<file path="src/rtl/wb_burst_master.sv">
// wb_burst_master
//   Wishbone B3 incrementing-burst master. A command (direction, start byte
//   address, beat count minus one) is accepted in IDLE. The burst then runs
//   in ACTIVE until its final beat is acked, the slave signals err/rty, or a
//   stalled beat times out. DONE then reports completion for one cycle.
//
//   state  | meaning
//   IDLE   | ready for a command, bus released
//   ACTIVE | cycle open, issuing beats
//   DONE   | one-cycle completion report (done_o, err_o)
//
// Ports
//   wb_clk_i, wb_rst_n_i        clock, synchronous active-low reset
//   cmd_valid_i/cmd_ready_o     command handshake
//   cmd_we_i, cmd_adr_i, cmd_len_i  direction, start address, beats-1
//   wr_dat_i/wr_valid_i/wr_ready_o  write word stream
//   rd_dat_o/rd_valid_o         read word strobe (no backpressure)
//   done_o, err_o, busy_o       completion pulse, error status, busy
//   wbm_*_o / wbm_*_i           Wishbone B3 master port
module wb_burst_master #(
  parameter int dw         = 32,
  parameter int aw         = 32,
  parameter int tmo_cycles = 1024
) (
  input  logic          wb_clk_i,
  input  logic          wb_rst_n_i,
  input  logic          cmd_valid_i,
  output logic          cmd_ready_o,
  input  logic          cmd_we_i,
  input  logic [aw-1:0] cmd_adr_i,
  input  logic [7:0]    cmd_len_i,
  input  logic [dw-1:0] wr_dat_i,
  input  logic          wr_valid_i,
  output logic          wr_ready_o,
  output logic [dw-1:0] rd_dat_o,
  output logic          rd_valid_o,
  output logic          done_o,
  output logic          err_o,
  output logic          busy_o,
  output logic [aw-1:0] wbm_adr_o,
  output logic [1:0]    wbm_bte_o,
  output logic [2:0]    wbm_cti_o,
  output logic          wbm_cyc_o,
  output logic [dw-1:0] wbm_dat_o,
  output logic [3:0]    wbm_sel_o,
  output logic          wbm_stb_o,
  output logic          wbm_we_o,
  input  logic          wbm_ack_i,
  input  logic          wbm_err_i,
  input  logic          wbm_rty_i,
  input  logic [dw-1:0] wbm_dat_i
);

  typedef enum logic [1:0] {S_IDLE, S_ACTIVE, S_DONE} state_t;

  localparam logic [aw-1:0] ADR_STEP  = aw'(dw / 8);
  localparam logic [aw-1:0] ADR_ALIGN = aw'(3);
  localparam logic [15:0]   TMO_LAST  = 16'(tmo_cycles - 1);

  state_t          r_state;
  state_t          w_state_nxt;
  logic            r_we;
  logic [7:0]      r_rem;      // beats remaining after the current one
  logic [aw-1:0]   r_adr;
  logic [15:0]     r_tmo;
  logic            r_err;
  logic [dw-1:0]   r_rd_dat;
  logic            r_rd_valid;

  logic            w_active;
  logic            w_stb;
  logic            w_no_resp;
  logic            w_ack_ok;
  logic            w_tmo_hit;
  logic            w_fail;
  logic            w_last;

  always_ff @(posedge wb_clk_i) begin
    if (!wb_rst_n_i) r_state <= S_IDLE;
    else             r_state <= w_state_nxt;
  end

  always_comb begin
    w_state_nxt = r_state;
    w_active    = (r_state == S_ACTIVE);
    w_stb       = w_active & (r_we ? wr_valid_i : 1'b1);
    w_no_resp   = ~wbm_ack_i & ~wbm_err_i & ~wbm_rty_i;
    // error/retry take priority over a simultaneous ack
    w_ack_ok    = w_stb & wbm_ack_i & ~wbm_err_i & ~wbm_rty_i;
    w_tmo_hit   = w_stb & w_no_resp & (r_tmo == TMO_LAST);
    w_fail      = (w_stb & (wbm_err_i | wbm_rty_i)) | w_tmo_hit;
    w_last      = (r_rem == 8'd0);

    cmd_ready_o = 1'b0;
    busy_o      = 1'b1;
    done_o      = 1'b0;
    err_o       = 1'b0;
    wbm_cyc_o   = 1'b0;
    wbm_stb_o   = 1'b0;
    wbm_we_o    = 1'b0;
    wbm_sel_o   = 4'h0;
    wbm_cti_o   = 3'b000;
    wbm_bte_o   = 2'b00;
    wbm_adr_o   = r_adr;
    wbm_dat_o   = wr_dat_i;
    wr_ready_o  = w_ack_ok & r_we;
    rd_dat_o    = r_rd_dat;
    rd_valid_o  = r_rd_valid;

    case (r_state)
      S_IDLE: begin
        cmd_ready_o = 1'b1;
        busy_o      = 1'b0;
        if (cmd_valid_i) w_state_nxt = S_ACTIVE;
      end
      S_ACTIVE: begin
        wbm_cyc_o = 1'b1;
        wbm_stb_o = w_stb;
        wbm_we_o  = r_we;
        wbm_sel_o = 4'hF;
        wbm_cti_o = w_last ? 3'b111 : 3'b010;
        if (w_fail || (w_ack_ok && w_last)) w_state_nxt = S_DONE;
      end
      S_DONE: begin
        done_o      = 1'b1;
        err_o       = r_err;
        w_state_nxt = S_IDLE;
      end
      default: w_state_nxt = S_IDLE;
    endcase
  end

  always_ff @(posedge wb_clk_i) begin
    if (!wb_rst_n_i) begin
      r_we       <= 1'b0;
      r_rem      <= 8'd0;
      r_adr      <= '0;
      r_tmo      <= 16'd0;
      r_err      <= 1'b0;
      r_rd_dat   <= '0;
      r_rd_valid <= 1'b0;
    end else begin
      r_rd_valid <= w_ack_ok & ~r_we;
      if (w_ack_ok && !r_we) r_rd_dat <= wbm_dat_i;

      case (r_state)
        S_IDLE: begin
          if (cmd_valid_i) begin
            r_we  <= cmd_we_i;
            r_rem <= cmd_len_i;
            r_adr <= cmd_adr_i & ~ADR_ALIGN;
            r_tmo <= 16'd0;
            r_err <= 1'b0;
          end
        end
        S_ACTIVE: begin
          if (w_fail) r_err <= 1'b1;
          if (w_ack_ok) begin
            r_adr <= r_adr + ADR_STEP;
            r_rem <= r_rem - 8'd1;
            r_tmo <= 16'd0;
          end else if (w_stb && w_no_resp) begin
            // stb low (write underrun) leaves the counter untouched
            r_tmo <= r_tmo + 16'd1;
          end
        end
        default: ;
      endcase
    end
  end

endmodule

</file>
<file path="config.mk">
export PLATFORM = sky130hd
export DESIGN_NAME = wb_burst_master
export DESIGN_NICKNAME = d
export VERILOG_FILES = /design/src/rtl/wb_burst_master.sv
export SDC_FILE = /design/constraint.sdc
export NUM_CORES = 1
export LEC_CHECK = 0
export CAP_MARGIN = 20
export CORE_MARGIN = 3
export CORE_UTILIZATION = 44
export CTS_BUF_LIST = sky130_fd_sc_hd__clkbuf_4 sky130_fd_sc_hd__clkbuf_8
export CTS_CLUSTER_SIZE = 25
export DETAILED_ROUTE_END_ITERATION = 6
export PLACE_DENSITY = 0.83
export SYNTH_ARGS = -nofsm -noshare
export SYNTH_HDL_FRONTEND = slang
export SYNTH_SLANG_ARGS = --single-unit
</file>
<file path="constraint.sdc">
create_clock -name wb_clk_i -period 2.05 [get_ports wb_clk_i]
set_input_delay 0.205 -clock wb_clk_i [delete_from_list [all_inputs] [get_ports wb_clk_i]]
set_output_delay 0.205 -clock wb_clk_i [all_outputs]
set_load 0.02 [all_outputs]
</file>
==> results of run 1 <==
-- metal layers --
metal | global-route usage, % | part of all wire [%]
met4 | 8.08 | 2.3
met3 | 6.24 | 9.9
met5 | 0 | 0
met1 | 29.4 | 39
met2 | 41.4 | 49
-- state kept, by name, indices dropped and copies added, names as in the netlist --
signal      cells
r_we            1
r_rem           8
wbm_adr_o      30
rd_valid_o      1
r_state         2
rd_dat_o       32
r_tmo          16
r_err           1
-- final timing paths --
check	endpoint	slack, ps	depth (start not counted)	from
worst max-delay path	cmd_ready_o	80	4	r_state[1]$_SDFFE_PN0P_
worst min-delay path	rd_dat_o[23]$_SDFFE_PN0P_	380	3	wbm_dat_i[23]
worst max register to register	wbm_adr_o[7]$_SDFFE_PN0P_	120	7	r_state[1]$_SDFFE_PN0P_
worst min register to register	rd_dat_o[20]$_SDFFE_PN0P_	460	2	rd_dat_o[20]$_SDFFE_PN0P_
-- kinds of logic after synthesis --
kind of cell,count (synthesis)
buffers and inverters,98
adder cells (fa/ha/maj),3
flip-flops,91
multiplexers,3
AND/OR/NAND/NOR,277
other,1
AO/OA/AOI/OAI,184
-- timing repair --
action	4_1_cts	5_1_grt
hold buffers	0	0
resized for setup	10	8
endpoints found under the setup margin	18	5
pin swaps	0	0
cloned	0	0
-- worst reg2reg max path, delay by kind of cell, from the launching register on --
kind | cells | cell delay, ps
AO/OA/AOI/OAI | 3 | 560
AND/OR/NAND/NOR | 1 | 460
buffers and inverters | 3 | 440
flip-flops | 1 | 330
-- cell type report --
cell class / count / area (um2) / share of cell area [%]
Inverter: 10 / 42.5 / 0.594
Clock inverter: 4 / 97.6 / 1.36
Timing Repair Buffer: 217 / 2060 / 28.8
Clock buffer: 12 / 153 / 2.13
Tap cell: 140 / 175 / 2.45
Sequential cell: 91 / 1820 / 25.5
Multi-Input combinational cell: 471 / 2810 / 39.2
-- power breakdown --
| part | leakage [nW] | switching (W) | internal, W | total, W |
|---|---|---|---|---|
| logic | 1.71 | 0.000572 | 0.000540 | 0.00111 |
| clock network | 0.124 | 0.000649 | 0.000872 | 0.00152 |
| registers | 0.741 | 0.000102 | 0.00185 | 0.00195 |
| total | 2.57 | 0.00132 | 0.00326 | 0.00459 |
-- stage by stage --
step / cell area, um2 / TNS (ps)
3_5_place_dp: 6890 / -8700
6_report: 7160 / 0
2_1_floorplan: 5160 / 0
3_3_place_gp: 6890 / -5380
4_1_cts: 7150 / 0
5_1_grt: 7160 / 0
-- layout by cell type, fill, tap and decap left out, drive strengths merged, types with 10 or more instances in the layout --
| master | instances |
|---|---|
| a21oi | 72 |
| dfxtp | 91 |
| buf | 62 |
| nand4 | 19 |
| inv | 10 |
| nor3 | 13 |
| o31ai | 11 |
| nand2 | 102 |
| a31oi | 12 |
| nand3 | 20 |
| and3 | 14 |
| o21ai | 25 |
| and2 | 11 |
| clkbuf | 13 |
| nor2 | 33 |
| clkdlybuf4s50 | 149 |
| nor4 | 10 |
| or4 | 15 |
-- synth_stat cells, types with 4 or more instances --
master,n,area [um2]
and4_1,7,61.3
nor3b_1,5,37.5
a31oi_1,12,75.1
nor3_1,11,55.1
a21o_1,5,37.5
or3_1,7,43.8
nand2_1,102,383
inv_1,9,33.8
buf_4,45,338
a211oi_1,8,60.1
and3_1,14,87.6
or4_1,14,105
a21oi_1,72,360
nor2b_1,5,31.3
o211ai_1,6,45.0
nand4_1,17,106
nor4_1,8,50.1
buf_2,21,105
a311oi_1,6,52.6
nand3_1,20,100
o31ai_1,10,75.1
clkbuf_1,21,78.8
dfxtp_1,91,1820
o221ai_1,4,35.0
and2_1,11,68.8
o21ai_0,23,115
nor2_1,33,124
==> results.json, run 1 <==
{
  "outcome": "finished clean",
  "cts_buffers": 9,
  "io_pins": 226,
  "cts_root_buffer": "clkbuf_8",
  "cts.reportedPaths.clkPinSlew_ps": 90,
  "synthCells": 657,
  "async_flop_share_pct": 0,
  "synthMuxAreaShare_pct": 0.632,
  "dpl.hpwl_mm": 12.1,
  "final.fill_count": 956,
  "coreArea_um2": 11100,
  "clockBufferDepth": 2,
  "skew_ps": 12.4,
  "wl_mm": 16.5,
  "place_congestion": 0.894,
  "antenna_cells": 0,
  "dr.pass1.iters": 6,
  "period_share_pct": 96.1,
  "wire_per_inst_um": 17.5,
  "rsz0062_at_grt": "no",
  "crit_path_top_delay_cell": "clkdlybuf4s50_1",
  "synth_compound_area_share_pct": 23.4,
  "routed_via_density": 6.05,
  "synth.distinct_cells": 72,
  "slowest_delay_ps": 590,
  "finalSetupViolCount": 0,
  "worst-setup-path-type": "register to output port",
  "syn_avg_cell_area_um2": 7.84,
  "p_leak_nw": 2.57,
  "crit_family": "buffers and inverters",
  "hold_class": "input port to register",
  "seq_area_frac_synth_pct": 35.4,
  "finalPower_w": 0.00459,
  "relSlewSlack_pct": 49.3,
  "arrival_ps": 1770,
  "synthesis.area_um2": 5150,
  "yosysWarnings": 0,
  "port_buffers": 155,
  "cts_tree": "yes",
  "cp_cell_sequence": "buf_4 > or2_2 > inv_1 > clkdlybuf4s50_1",
  "post-cts-setup-buffer-count": 0,
  "powerDensity_nw_per_um2": 641,
  "die_w_um": 114,
  "layout.nets": 915,
  "final_util_pct": 64.3,
  "synthFlopType": "dfxtp_1",
  "clkSinkCount": 91,
  "final_antenna_net_count": 0,
  "area_growth_pct": 39.0,
  "synth_edf_count": 0,
  "clk-insertion-delay-late_ps": 370,
  "fin_ws_ps": 79.2,
  "worst-path-max-fanout": 5,
  "timing.fmax_ghz": 0.507,
  "rows": 38,
  "required_ps": 1850,
  "gr-total-overflow": 0,
  "grt_pass1_vias": 5290,
  "grt_pass1_wl_mm": 25.9,
  "cp-end-kind": "output port",
  "hold_slack_ps": 379,
  "die_h_um": 114,
  "cp_num_buf_inv": 3,
  "maxCapViolCount": 0,
  "dieArea_um2": 13000,
  "synth_xor_area_share_pct": 0,
  "slew_viol_final": 0,
  "final_hold_viol_count": 0,
  "drc": 0,
  "vias": 5719,
  "htreeDepth": 3,
  "ys_ff_latch": 91,
  "synth-simple-area-share_pct": 28.9,
  "dp_cells": 929,
  "min_period_ps": 1970,
  "grt_usage_pct": 24.1,
  "synth-adder-area-share_pct": 0.729,
  "drt_iter0_drc": 488,
  "antenna_found_initial": 0,
  "irDropWorstVdd_v": 0.000446,
  "cp-start-kind": "register",
  "start_util_pct": 46.3,
  "grt_max_degree": 35,
  "synth_top_family_by_area": "simple AND/OR/NAND/NOR gates",
  "drive_gt1_share_pct": 13.2,
  "worst_slew_pin_slew_ps": 753,
  "finalNonFillerCells": 945,
  "place_ws_ps": -225
}
Power figures use the tool's default switching activity.
==> run 2: changes to the inputs <==
==> constraint.sdc (replaced) <==
create_clock -name wb_clk_i -period 2.05 [get_ports wb_clk_i]
set_input_delay 0.205 -clock wb_clk_i [delete_from_list [all_inputs] [get_ports wb_clk_i]]
set_output_delay 0.205 -clock wb_clk_i [all_outputs]
set_load 0.1 [all_outputs]
==> run 2 against run 1 <==
- worst hold slack lost 26 ps
- sequential cell count unchanged
- non-clock buffer count down 11
- first-iteration DRC count grew 6.6%
- clock skew shrank 2.6 ps
- setup slack worse by 52 ps
- sequential power is 3% higher
- sequential share of layout area increased by 0.70 points
- clock-buffer cell count is 3 lower
- register-to-register slack worse by 50 ps
- total power increased by 7.8%
- highest routed layer unchanged
==> results.json, run 2 (same netlist as run 1, synthesis figures left out) <==
{
  "hold_class": "input port to register",
  "rows": 38,
  "rsz0062_at_grt": "yes",
  "coreArea_um2": 11100,
  "layout.nets": 904,
  "dp_cells": 914,
  "required_ps": 1850,
  "start_util_pct": 46.3,
  "place_congestion": 0.891,
  "io_pins": 226,
  "worst-setup-path-type": "input port to output port",
  "drive_gt1_share_pct": 25.7,
  "port_buffers": 155,
  "dieArea_um2": 13000,
  "clk-insertion-delay-late_ps": 390,
  "worst_slew_pin_slew_ps": 807,
  "area_growth_pct": 39.2,
  "rr_endpoint": "wbm_adr_o[20]$_SDFFE_PN0P_",
  "finalSetupTns_ps": 0,
  "final_antenna_net_count": 0,
  "wl_mm": 16.4,
  "vias": 5614,
  "die_h_um": 114,
  "finalNonFillerCells": 934,
  "layout_commonest_cell": "buf_4",
  "routed_via_density": 6.01,
  "skew_ps": 9.78,
  "period_share_pct": 98.7,
  "irDropWorstVdd_v": 0.000541,
  "drt_iter0_drc": 520,
  "grt_max_degree": 57,
  "grt_pass1_vias": 5342,
  "cts_root_buffer": "clkbuf_8",
  "dpl.hpwl_mm": 11.3,
  "die_w_um": 114,
  "htreeDepth": 3,
  "cp-end-kind": "output port",
  "min_period_ps": 2020,
  "outcome": "finished clean",
  "grt_usage_pct": 24.0,
  "dr.pass1.iters": 6,
  "timing.fmax_ghz": 0.494,
  "wire_per_inst_um": 17.5,
  "final_hold_viol_count": 0,
  "hold_depth": 3,
  "relSlewSlack_pct": 45.7,
  "largest_reg_flops": 32,
  "maxCapViolCount": 0,
  "powerDensity_nw_per_um2": 689,
  "final_cell_mix": "104 x buf_4, 102 x nand2_1, 76 x clkdlybuf4s50_1, 72 x a21oi_1, 62 x dfxtp_1",
  "cts_buffers": 9,
  "gr-total-overflow": 0,
  "cts.reportedPaths.clkPinSlew_ps": 100,
  "cts_tree": "yes",
  "arrival_ps": 1820,
  "antenna_found_initial": 0,
  "grt_pass1_wl_mm": 25.8,
  "finalSetupViolCount": 0,
  "reg2reg_from": "wbm_adr_o[2]$_SDFFE_PN0P_",
  "cp-start-kind": "input port",
  "clkSinkCount": 91,
  "reg2reg_depth": 6,
  "p_leak_nw": 2.71,
  "cp-endpoint": "wr_ready_o",
  "cts_hold_buffers": 0,
  "reg2reg_setup_slack_ps": 70,
  "cp-startpoint": "wbm_err_i",
  "slew_viol_final": 0,
  "antenna_cells": 0,
  "clockBufferDepth": 2,
  "worst-path-max-fanout": 4,
  "drc": 0
}
run 2: area by class of cell:
type / instances / area, um2
Clock buffer: 9 / 124
Tap cell: 140 / 175
Fill cell: 904 / 3960
Timing Repair Buffer: 206 / 2050
Inverter: 10 / 37.5
Sequential cell: 91 / 1880
Multi-Input combinational cell: 471 / 2820
Clock inverter: 7 / 77.6
run 2: worst min path at each step:
stage	start	slack (ps)	end
2_1_floorplan	cmd_we_i	340	r_we$_SDFFE_PN0P_
3_3_place_gp	wr_dat_i[14]	410	wbm_dat_o[14]
3_5_place_dp	wr_dat_i[14]	410	wbm_dat_o[14]
4_1_cts	wbm_dat_i[9]	330	rd_dat_o[9]$_SDFFE_PN0P_
5_1_grt	wbm_dat_i[9]	330	rd_dat_o[9]$_SDFFE_PN0P_
6_report	wbm_dat_i[9]	350	rd_dat_o[9]$_SDFFE_PN0P_
run 2: stage by stage:
stage               instance area, um2  total power (W)  hold WS [ps]  worst slack, ps  util, %
global placement                  6870          0.00361           411            -85.2     61.8
global route                      7170          0.00513           331            -25.1     64.4
detailed placement                6870          0.00364           411             -114     61.8
finish                            7170          0.00494           354             27.3     64.4
CTS                               7110          0.00494           334            -4.98     63.9
floorplan                         5250          0.00337           341             -179        -
run 2: critical path, stage by stage:
cell,delay [ps]
clkdlybuf4s50_1,430
or3b_4,440
buf_6,150
nor3_4,220
and2_4,210
buf_12,170
run 2: timing repair:
action,CTS,global route
setup buffers,0,2
pin swaps,0,2
endpoints found under the hold margin,0,0
endpoints found under the setup margin,3,4
gates cloned,1,1
resized for setup,2,5
run 2: per-layer routing:
metal | routed length (um) | up-vias | part of all wire, % | track usage, %
li1 | - | 2637 | - | -
met1 | 6230 | 2621 | 38 | 29.2
met2 | 8180 | 316 | 50 | 40.4
met3 | 1650 | 40 | 10 | 7.35
met4 | 315 | 0 | 1.9 | 8.16
met5 | 0 | - | 0 | 0
run 2: report_power, final:
group / switching (W) / internal (W) / total [W]
logic: 0.00108 / 0.000574 / 0.00166
registers: 0.000136 / 0.00186 / 0.00200
clock network: 0.000715 / 0.000572 / 0.00129
total: 0.00193 / 0.00301 / 0.00494
